**config.mk**
```make
export PLATFORM = sky130hd
export DESIGN_NAME = xls_result_collector
export DESIGN_NICKNAME = d
export VERILOG_FILES = /design/src/rtl/xls_result_collector.sv
export SDC_FILE = /design/constraint.sdc
export NUM_CORES = 1
export LEC_CHECK = 0
export ABC_AREA = 1
export ABC_CLOCK_PERIOD_IN_PS = 3100
export BUFFER_PORTS_ARGS = -buffer_cell sky130_fd_sc_hd__buf_2
export CAP_MARGIN = 20
export CORE_ASPECT_RATIO = 2
export CORE_MARGIN = 10
export CORE_UTILIZATION = 30
export CTS_CLUSTER_DIAMETER = 80
export DETAILED_ROUTE_END_ITERATION = 8
export HOLD_SLACK_MARGIN = 0.1
export PLACE_DENSITY = 0.56
export SYNTH_ARGS = -nofsm -noshare
export SYNTH_HDL_FRONTEND = slang
export SYNTH_SLANG_ARGS = --single-unit
export TNS_END_PERCENT = 10
```
**constraint.sdc**
```tcl
create_clock -name clk -period 3.1 [get_ports clk]
set_input_delay 0.155 -clock clk [delete_from_list [all_inputs] [get_ports clk]]
set_output_delay 0.155 -clock clk [all_outputs]
set_load 0.02 [all_outputs]
```
**src/rtl/xls_result_collector.sv**
```systemverilog
// Credit-based result collector for a fixed-latency, unreset XLS pipeline.
// Optional COLLECTOR_SEQ_TAG_EN adds an 8-bit per-result sequence tag (out_tag).
module xls_result_collector #(
    parameter int WIDTH   = 32,
    parameter int LATENCY = 3,
    parameter int DEPTH   = 4
) (
    input  logic                     clk,
    input  logic                     rst_n,
    input  logic                     issue_valid,
    output logic                     issue_ready,
    input  logic [WIDTH-1:0]         pipe_data,
    output logic                     out_valid,
    input  logic                     out_ready,
    output logic [WIDTH-1:0]         out_data,
    output logic [$clog2(DEPTH):0]   count,
    output logic                     drop_err
`ifdef COLLECTOR_SEQ_TAG_EN
    ,
    output logic [7:0]               out_tag
`endif
);

    localparam int AW = $clog2(DEPTH);
    localparam int CW = AW + 1;
    localparam int SW = $clog2(DEPTH + LATENCY + 1) + 1;

    logic [LATENCY-1:0] r_inflight;
    logic [LATENCY-1:0] w_inflight_next;
    logic [WIDTH-1:0]   r_mem [DEPTH];
    logic [AW-1:0]      r_wr_ptr;
    logic [AW-1:0]      r_rd_ptr;
    logic [CW-1:0]      r_count;
    logic               r_drop_err;

    logic               w_accept;
    logic               w_land;
    logic               w_pop;
    logic               w_full;
    logic               w_write;
    logic [SW-1:0]      w_inflight_cnt;
    logic [SW-1:0]      w_occupancy;

    assign w_accept = issue_valid && issue_ready;
    assign w_land   = r_inflight[LATENCY-1];
    assign w_pop    = out_valid && out_ready;
    assign w_full   = (r_count == CW'(DEPTH));
    // A pop in the same edge frees the slot the landing result needs.
    assign w_write  = w_land && (!w_full || w_pop);

    genvar gi;
    assign w_inflight_next[0] = w_accept;
    generate
        for (gi = 1; gi < LATENCY; gi++) begin : g_shift
            assign w_inflight_next[gi] = r_inflight[gi-1];
        end
    endgenerate

    // Credits count every tracked result, including the one landing this cycle.
    always_comb begin
        w_inflight_cnt = '0;
        for (int i = 0; i < LATENCY; i++) begin
            w_inflight_cnt = w_inflight_cnt + SW'(r_inflight[i]);
        end
        w_occupancy = SW'(r_count) + w_inflight_cnt;
    end

    assign issue_ready = (w_occupancy < SW'(DEPTH));

    always_ff @(posedge clk or negedge rst_n) begin
        if (!rst_n) begin
            r_inflight <= '0;
            r_wr_ptr   <= '0;
            r_rd_ptr   <= '0;
            r_count    <= '0;
            r_drop_err <= 1'b0;
        end else begin
            r_inflight <= w_inflight_next;
            if (w_write) begin
                r_wr_ptr <= r_wr_ptr + 1'b1;
            end
            if (w_pop) begin
                r_rd_ptr <= r_rd_ptr + 1'b1;
            end
            case ({w_write, w_pop})
                2'b10:   r_count <= r_count + 1'b1;
                2'b01:   r_count <= r_count - 1'b1;
                default: r_count <= r_count;
            endcase
            if (w_land && w_full && !w_pop) begin
                r_drop_err <= 1'b1;
            end
        end
    end

    // Storage needs no reset: pointers and count define which entries are live.
    always_ff @(posedge clk) begin
        if (w_write) begin
            r_mem[r_wr_ptr] <= pipe_data;
        end
    end

    assign out_valid = (r_count != '0);
    assign out_data  = out_valid ? r_mem[r_rd_ptr] : '0;
    assign count     = r_count;
    assign drop_err  = r_drop_err;

`ifdef COLLECTOR_SEQ_TAG_EN
    logic [7:0] r_tag_seq;
    logic [7:0] r_tag_mem [DEPTH];

    always_ff @(posedge clk or negedge rst_n) begin
        if (!rst_n) begin
            r_tag_seq <= '0;
        end else if (w_write) begin
            r_tag_seq <= r_tag_seq + 8'd1;
        end
    end

    always_ff @(posedge clk) begin
        if (w_write) begin
            r_tag_mem[r_wr_ptr] <= r_tag_seq;
        end
    end

    assign out_tag = out_valid ? r_tag_mem[r_rd_ptr] : '0;
`endif

endmodule
```
==> results of run 1 <==
==> layout by cell type, fill, tap and decap left out <==
master / n
nand3_1: 5
clkinv_2: 3
edfxtp_1: 128
inv_2: 3
xor2_1: 3
fa_1: 2
o21ai_1: 50
clkbuf_16: 17
nor2_1: 133
bufinv_16: 1
nand2_1: 8
buf_4: 4
dfrtp_1: 9
clkinvlp_4: 1
o21ai_0: 15
dlygate4sd3_1: 35
dfrtp_2: 2
and3b_1: 1
buf_2: 73
clkinv_1: 3
or3_1: 1
clkbuf_1: 3
nand2_2: 2
nor4_1: 1
a21oi_1: 34
o21bai_1: 1
clkinv_4: 3
nor2_4: 4
inv_1: 17
inv_6: 1
ha_1: 5
buf_12: 4
==> area by class of cell <==
cell class | count | area (µm²)
fill | 1713 | 11200
sequential | 139 | 4120
multi-input combinational | 265 | 1260
timing repair buffer | 116 | 826
clock buffer | 20 | 437
tap | 216 | 270
clock inverter | 12 | 98.8
inverter | 20 | 75.1
==> kinds of logic after synthesis <==
group	Yosys count	synth area share, %
AND/OR/NAND/NOR	155	10.8
flip-flops	139	73.8
AO/OA/AOI/OAI	100	9.01
buffers and inverters	44	4.06
adder cells (fa/ha/maj)	7	1.84
XOR/XNOR	3	0.471
==> path summary, 6_finish.rpt <==
kind | endpoint | slack (ns) | cells past startpoint
worst max-delay path | out_data[29] | 0.37 | 5
worst min-delay path | drop_err | 0.14 | 2
worst max register to register | r_mem[2][10] | 1.12 | 6
worst min register to register | r_inflight[2] | 0.37 | 0
max in group asynchronous | r_rd_ptr[1] | 2.72 | 2
min in group clk | r_inflight[2] | 0.37 | 0
==> power by group through the flow <==
stage	Clock, mW	Sequential, mW	Combinational (mW)
floorplan	0	2.50	1.89
global placement	0	2.55	2.70
detailed placement	0	2.57	2.73
CTS	1.84	2.53	2.78
global route	1.92	2.55	3.01
finish	1.81	2.53	2.71
==> per-stage QoR <==
step	power [mW]	hold slack (ns)	util, %	instance area [µm²]
after floorplan	4.39	-0.141	-	5580
after global placement	5.25	0.0338	33.9	6210
after detailed placement	5.30	0.0444	33.9	6210
after CTS	7.15	0.142	38.7	7090
after global routing	7.48	0.165	38.7	7090
final	7.05	0.143	38.7	7090
==> registers in the layout, indices dropped and copies added (netlist names) <==
| name | flops |
|---|---|
| drop_err | 1 |
| r_wr_ptr | 2 |
| r_mem | 128 |
| count | 3 |
| r_inflight | 3 |
| r_rd_ptr | 2 |
==> metal layers <==
| metal | vias to the layer above | global-route usage [%] |
|---|---|---|
| met5 | - | 0 |
| met4 | 0 | 6.72 |
| met3 | 23 | 2.73 |
| met2 | 79 | 20.4 |
| met1 | 1816 | 9.94 |
| li1 | 1780 | - |
==> flow_metrics.tcl, run 1 <==
set metrics [dict create \
    synth_top_area_share_pct 68.9 \
    cp-startpoint "r_rd_ptr[1]" \
    firstDrtPassIters 4 \
    power_frac_clock_pct 25.7 \
    yosys.area.top_type "edfxtp_1" \
    layoutNonFillerInstCount 788 \
    setup_viol 0 \
    syn-num-nets 491 \
    synth_seq_cells 139 \
    path_class "reg -> out" \
    cts-root-buf "clkbuf_16" \
    drc 0 \
    viasPerCell 4.69 \
    fp.coreArea_um2 18300 \
    cp_num_buf_inv 2 \
    grt_max_degree 66 \
    holdCritPathClass "in -> async" \
    htreeDepth 4 \
    clockBufferDepth 2 \
    die_y_um 213 \
    irDropWorstVdd_mv 0.434 \
    pwr-share-comb_pct 38.5 \
    worst_slack_ns 0.365 \
    port_buffers 73 \
    grt_pass1_vias 3960 \
    p_leak_nw 2.62 \
    maxSlewViolCount 0 \
    synthTopCellsByArea "edfxtp_1 69%, nor2_1 9.2%, dfrtp_1 4.9%, o21ai_1 4.5%, a21oi_1 3.0%" \
    clk_pin_slew_worst_paths_ns 0.06 \
    finalHoldViolCount 0 \
    post_cts.repair.setup_buffers 0 \
    tightestPinTransition_ns 0.768 \
    intPower_mw 4.30 \
    slowest_delay_ns 0.86 \
    overflow 0 \
    wirelength_met1_um 4810 \
    wl_met3_um 450 \
    vias 3698 \
    drtIter0Drc 144 \
    ioPinCount 74 \
    setup_tns_ns 0 \
    relSlewSlack_pct 48.8 \
    arrival_ns 2.58 \
    clock.fmax_mhz 366 \
    grt_pass1_wl_um 20000 \
    cap_violations 0 \
    yosysSeqAreaShare_pct 73.8 \
    cts_tree "yes" \
    rows 70 \
    cts-resized-gates 0 \
    ys_types 23 \
    place_congestion 0.803 \
    layout-drive-gt1-share_pct 20.6 \
    cp_slowest_cell "dfrtp_2" \
    antenna_found_initial 0 \
    cts_hold_buf 35 \
    cellPowerDensity_nw_per_um2 993 \
    grt_setup_unrepaired "no" \
    wl_met2_um 7390 \
    ys_warn_count 0 \
    crit_family "flip-flops" \
    syn-cell-area_um2 5580 \
    drt-total-wl_um 13000 \
    top_layer "met4" \
    start_util_pct 30.5 \
    worstReg2RegStart "count[2]" \
    required_ns 2.94 \
    place_inst 721 \
    insertion_delay_ns 0.42 \
    period_share_pct 88.2 \
    yosys-top-cells-count "137 x nor2_1, 128 x edfxtp_1, 50 x o21ai_1" \
    seq_power_share_pct 35.9 \
    yosysMostFrequentCell "nor2_1" \
    synth_cells 448 \
    synthArstFlopShare_pct 7.91 \
    antenna_left 0 \
    syn_avg_cell_area_um2 12.5 \
    synth_edf_count 128 \
    fin_nets 602 \
    numCtsBuffers 17 \
    chipWidth_um 116 \
    area_growth_pct 27.1 \
    outcome "complete, no violations" \
    cts.sinks 139 \
    wl_per_cell_um 16.5 \
    p_switching_mw 2.74 \
    startpoint_type "flop" \
    dp_slack_ns 0.763 \
    die-area_um2 24800 \
    grt_usage_pct 10.9 \
    hpwl_um 8610 \
    period_needed_ns 2.73 \
    cp-end-kind "output port" \
    ys.flop_type "edfxtp_1" \
    insertedDiodeCount 0 \
    finClkSkew_ns 0.00802 \
    swShare_pct 38.9 \
    crit_chain "inv_2, nor2_1, o21ai_1, a21oi_1, buf_2" \
    cp_max_fo 34 \
]
Power figures use the tool's default switching activity.
==> inputs of run 2 (changes only) <==
ABC_AREA = unset   (was 1)
==> run 2 against run 1 <==
- flip-flop and latch count stayed put
- via count decreased by 23%
- final area is 0.90% lower
- register-to-register slack worse by 0.34 ns
- highest routed layer unchanged
- first-iteration DRC count is 19% lower
- power decreased by 2.0%
==> flow_metrics.tcl, run 2 <==
set metrics [dict create \
    arrival_ns 2.35 \
    cellPowerDensity_nw_per_um2 983 \
    clockBufferDepth 2 \
    ys.flop_type "edfxtp_1" \
    cts.sinks 139 \
    syn-cell-area_um2 5550 \
    period_share_pct 80.8 \
    finalHoldViolCount 0 \
    die-area_um2 24700 \
    grt_pass1_wl_um 18300 \
    synthArstFlopShare_pct 7.91 \
    cp-end-kind "output port" \
    hpwl_um 7470 \
    rrSetupSlack_ns 0.78 \
    cp_max_fo 8 \
    crit_chain "inv_1, fa_1, inv_1, ha_1, a311oi_1, buf_2" \
    synth_seq_cells 139 \
    layout-drive-gt1-share_pct 36.2 \
    rows 70 \
    finalPower_mw 6.91 \
    intPower_mw 4.60 \
    port_buffers 73 \
    start_util_pct 30.5 \
    synth_top_area_share_pct 69.3 \
    synth_fa_ha_area_share_pct 1.85 \
    grt_setup_unrepaired "no" \
    synth_edf_count 128 \
    synth_top_family_by_area "multiplexers" \
    tightestPinTransition_ns 0.938 \
    slowest_delay_ns 0.53 \
    synthTopCellsByArea "edfxtp_1 69%, mux4_2 11%, dfrtp_1 5.0%, and2_1 4.2%, mux4_1 1.9%" \
    yosys-top-cells-count "128 x edfxtp_1, 37 x and2_1, 28 x mux4_2" \
    required_ns 2.94 \
    drt-total-wl_um 11600 \
    post_cts.repair.setup_buffers 0 \
    antenna_left 0 \
    yosys.area.top_type "edfxtp_1" \
    power_frac_clock_pct 28.3 \
    dpl_cell_area_um2 6100 \
    synth-xor-area-share_pct 0.789 \
    cp_slowest_cell "dfrtp_1" \
    ys_warn_count 0 \
    layoutNonFillerInstCount 611 \
    crit_end "issue_ready" \
    grt_pass1_vias 3242 \
    ioPinCount 74 \
    yosysMostFrequentCell "edfxtp_1" \
    muxShareOfSynthArea_pct 13.5 \
    insertion_delay_ns 0.42 \
    final_common_cell "edfxtp_1" \
    syn-num-nets 310 \
    numCtsBuffers 17 \
    chipWidth_um 116 \
    setup_viol 0 \
    largest_register_ffs 128 \
    worstReg2RegStart "count[1]" \
    finClkSkew_ns 0.00825 \
    wl_per_cell_um 19.0 \
    dp_slack_ns 0.762 \
    cap_violations 0 \
    clock.fmax_mhz 399 \
    syn_avg_cell_area_um2 20.8 \
    worst_slack_ns 0.596 \
    relSlewSlack_pct 37.5 \
    htreeDepth 4 \
    ys_types 35 \
    synth-simple-area-share_pct 5.21 \
    insertedDiodeCount 0 \
    clk_pin_slew_worst_paths_ns 0.06 \
    die_y_um 212 \
    irDropWorstVdd_mv 0.428 \
    fin_util_pct 38.6 \
    final_cell_mix "128 x edfxtp_1, 73 x buf_2, 35 x dlygate4sd3_1" \
    antenna_found_initial 0 \
    vias 2829 \
    drc 0 \
    yosysSeqAreaShare_pct 74.2 \
    grt_usage_pct 10.1 \
    synth_compound_area_share_pct 1.83 \
    setup_tns_ns 0 \
    regMostFlops "r_mem" \
    p_leak_nw 2.50 \
    cpMostUsedCell "inv_1" \
    pwr-share-comb_pct 33.4 \
    place_inst 544 \
    maxSlewViolCount 0 \
    grt_max_degree 37 \
    holdCritPathClass "in -> async" \
    cts_tree "yes" \
    cp-startpoint "r_inflight[2]" \
    drtIter0Drc 117 \
    swShare_pct 33.4 \
    startpoint_type "flop" \
    n_fill_cell 1704 \
    synth_cells 267 \
    reg2regPathDepth 7 \
    final_area_um2 7030 \
    fin_nets 425 \
    path_class "reg -> out" \
    area_growth_pct 26.7 \
    seq_power_share_pct 38.3 \
    outcome "complete, no violations" \
    whs_ns 0.167 \
    cts-root-buf "clkbuf_16" \
    r2r-end "count[1]" \
    p_switching_mw 2.31 \
    firstDrtPassIters 4 \
    overflow 0 \
    viasPerCell 4.63 \
    period_needed_ns 2.50 \
    fp.coreArea_um2 18200 \
    place_congestion 0.710 \
]
run 2: cell types whose count changed in the layout (fill, tap and decap cells not counted), sizes merged, moves of 9 or more:
cell,change
o21ai,-63
a21oi,-33
mux4,+32
nand2,-9
nor2,-135
inv,-10
and2,+37
run 2: kinds of logic after synthesis:
family,Yosys count
multiplexers,33
adder cells (fa/ha/maj),7
XOR/XNOR,5
AND/OR/NAND/NOR,48
flip-flops,139
buffers and inverters,22
AO/OA/AOI/OAI,13
run 2: per-layer routing:
layer,share of wire [%],routed length [µm],up-vias,global-route usage [%]
met3,3.4,397,11,2.77
met2,58,6730,66,18.5
li1,-,-,1289,-
met5,0,0,-,0
met4,1.9,224,0,4.82
met1,37,4280,1463,10.1
run 2: timing repair:
action                                 in CTS  in global routing
endpoints found under the hold margin     141                  0
hold buffers                               35                  0
gates resized for setup                     0                  0
run 2: cell type report:
| cell class | count | area [µm²] | share of cell area (%) |
|---|---|---|---|
| multi-input cells | 106 | 1290 | 18.3 |
| well taps | 216 | 270 | 3.84 |
| clock inverters | 13 | 143 | 2.03 |
| flip-flops and latches | 139 | 4120 | 58.6 |
| repair buffers | 110 | 743 | 10.6 |
| clock buffers | 19 | 433 | 6.16 |
| inverters | 8 | 30.0 | 0.427 |
run 2: worst max-delay path, delay by kind of cell, from the launching register on:
kind | cells | cell delay, ns
adders and majority gates | 2 | 0.62
DFF | 1 | 0.53
buffers and inverters | 3 | 0.49
AOI/OAI and AO/OA | 1 | 0.29
run 2: how the worst min path moves through the flow:
stage                from       endpoint  slack (ns)  cells past startpoint
global route        rst_n  r_inflight[0]        0.17                      2
floorplan           rst_n       count[0]       -0.14                      0
finish              rst_n  r_inflight[2]        0.17                      2
global placement    rst_n       count[0]        0.05                      1
detailed placement  rst_n       count[1]        0.05                      1
CTS                 rst_n    r_wr_ptr[0]        0.18                      2
run 2: power groups by stage:
stage	clock network (mW)	registers [mW]	logic, mW
after floorplan	0	2.52	1.78
after global placement	0	2.68	2.33
after detailed placement	0	2.70	2.35
after CTS	2.00	2.67	2.39
after global routing	2.08	2.70	2.53
final	1.96	2.65	2.30
==> inputs of run 3 (changes only) <==
ABC_CLOCK_PERIOD_IN_PS = 2200   (was 3100)
PLACE_DENSITY = 0.58   (was 0.56)
clock period = 2.2 ns   (was 3.1 ns; I/O delays follow)
==> run 3 against run 2 <==
- critical path depth is 1 higher
- via count rose by 0.78%
- sequential share of layout area decreased by 1.3 points
- count of clock-buffer cells in the layout shrank 1
- utilization rose by 0.87 points
- worst hold slack got worse by 0.044 ns
- critical path type is now reg -> reg
- power increased by 45%
- combinational power rose by 63%
- worst setup slack got worse by 0.55 ns
- largest cell class unchanged
- wire length down 1.2%
==> flow_metrics.tcl, run 3 (synthesis gave the netlist of run 2 again) <==
set metrics [dict create \
    outcome "complete, no violations" \
    ioPinCount 74 \
    grt_pass1_wl_um 18100 \
    fin_nets 438 \
    fin_util_pct 39.5 \
    relSlewSlack_pct 77.7 \
    clockBufferDepth 2 \
    largest_register_ffs 128 \
    crit_chain "buf_4, or3_1, nand3_1, fa_1, o21ba_2, o211ai_1, a22oi_1" \
    intPower_mw 6.75 \
    r2r-end "count[1]" \
    start_util_pct 30.5 \
    swShare_pct 32.5 \
    insertion_delay_ns 0.41 \
    final_area_um2 7190 \
    wl_per_cell_um 18.4 \
    dpl_cell_area_um2 6220 \
    setup_tns_ns 0 \
    hpwl_um 7450 \
    path_class "reg -> reg" \
    antenna_left 0 \
    period_needed_ns 2.15 \
    cts_tree "yes" \
    period_share_pct 97.7 \
    grt_pass1_vias 3283 \
    grt_setup_unrepaired "yes" \
    cts-root-buf "clkbuf_16" \
    clk_pin_slew_worst_paths_ns 0.06 \
    regMostFlops "r_mem" \
    cp-end-kind "flop" \
    dp_slack_ns 0.198 \
    cellPowerDensity_nw_per_um2 1390 \
    grt_max_degree 36 \
    area_growth_pct 29.5 \
    overflow 0 \
    htreeDepth 4 \
    finalHoldViolCount 0 \
    cts.sinks 139 \
    startpoint_type "flop" \
    cp_max_fo 6 \
    p_switching_mw 3.25 \
    layout-drive-gt1-share_pct 39.0 \
    rrSetupSlack_ns 0.05 \
    irDropWorstVdd_mv 0.480 \
    power_frac_clock_pct 27.7 \
    p_leak_nw 2.58 \
    final_common_cell "edfxtp_1" \
    whs_ns 0.123 \
    finalPower_mw 10.0 \
    finClkSkew_ns 0.00753 \
    drt-total-wl_um 11500 \
    cap_violations 0 \
    arrival_ns 2.47 \
    viasPerCell 4.57 \
    die_y_um 212 \
    port_buffers 73 \
    rows 70 \
    cp_slowest_cell "fa_1" \
    place_inst 554 \
    final_cell_mix "128 x edfxtp_1, 72 x buf_2, 35 x dlygate4sd3_1" \
    antenna_found_initial 0 \
    required_ns 2.52 \
    n_fill_cell 1675 \
    firstDrtPassIters 4 \
    die-area_um2 24700 \
    drc 0 \
    vias 2851 \
    drtIter0Drc 81 \
    fp.coreArea_um2 18200 \
    tightestPinTransition_ns 0.333 \
    chipWidth_um 116 \
    seq_power_share_pct 34.8 \
    slowest_delay_ns 0.44 \
    holdCritPathClass "in -> async" \
    clock.fmax_mhz 465 \
    reg2regPathDepth 7 \
    worstReg2RegStart "count[0]" \
    maxSlewViolCount 0 \
    numCtsBuffers 17 \
    pwr-share-comb_pct 37.5 \
    setup_viol 0 \
    worst_slack_ns 0.0506 \
    grt_usage_pct 9.96 \
    insertedDiodeCount 0 \
    layoutNonFillerInstCount 624 \
    place_congestion 0.688 \
]
## run 3: final cells by class
class | instances | area [µm²] | area share [%]
Sequential cell | 139 | 4120 | 57.4
Multi-Input combinational cell | 106 | 1300 | 18.1
Timing Repair Buffer | 123 | 885 | 12.3
Clock buffer | 18 | 429 | 5.97
Tap cell | 216 | 270 | 3.76
Clock inverter | 14 | 153 | 2.12
Inverter | 8 | 30.0 | 0.418
## run 3: per-layer routing
layer	wire length [µm]	vias up	track usage (%)	part of all wire [%]
li1	-	1314	-	-
met1	4110	1465	9.75	36
met2	6800	67	18.4	59
met3	496	5	3.02	4.3
met4	92	0	4.60	0.80
met5	0	-	0	0
## run 3: worst max-delay path by stage
stage	from	endpoint	slack (ns)	cells after the start
5_1_grt	count[0]	count[1]	-0.007	7
3_5_place_dp	count[0]	count[1]	0.20	6
3_3_place_gp	count[0]	count[1]	0.33	6
4_1_cts	count[0]	issue_ready	0.02	6
2_1_floorplan	count[1]	count[1]	-0.11	8
6_report	count[0]	count[1]	0.05	7
## run 3: power by group through the flow
stage                     clock, mW  combinational (mW)  sequential, mW
after CTS                      2.84                3.84            3.48
after floorplan                   0                2.52            3.56
final                          2.77                3.75            3.48
after global routing           2.97                4.09            3.52
after detailed placement          0                3.71            3.55
after global placement            0                3.65            3.52
## run 3: repair_timing
| action | in CTS | in global routing |
|---|---|---|
| buffers inserted | 2 | 1 |
| gates cloned | 0 | 0 |
| setup endpoints to repair | 1 | 3 |
| hold endpoints to repair | 142 | 0 |
| pin swaps | 1 | 1 |
| resized for setup | 3 | 4 |
| hold buffers | 35 | 0 |
## run 3: worst max-delay path: cells and delay by family, from the launching register on
kind	cells	cell delay (ns)
AO/OA/AOI/OAI	3	0.54
adder cells (fa/ha/maj)	1	0.44
buffers and inverters	1	0.16
flip-flops	1	0.42
AND/OR/NAND/NOR	2	0.51
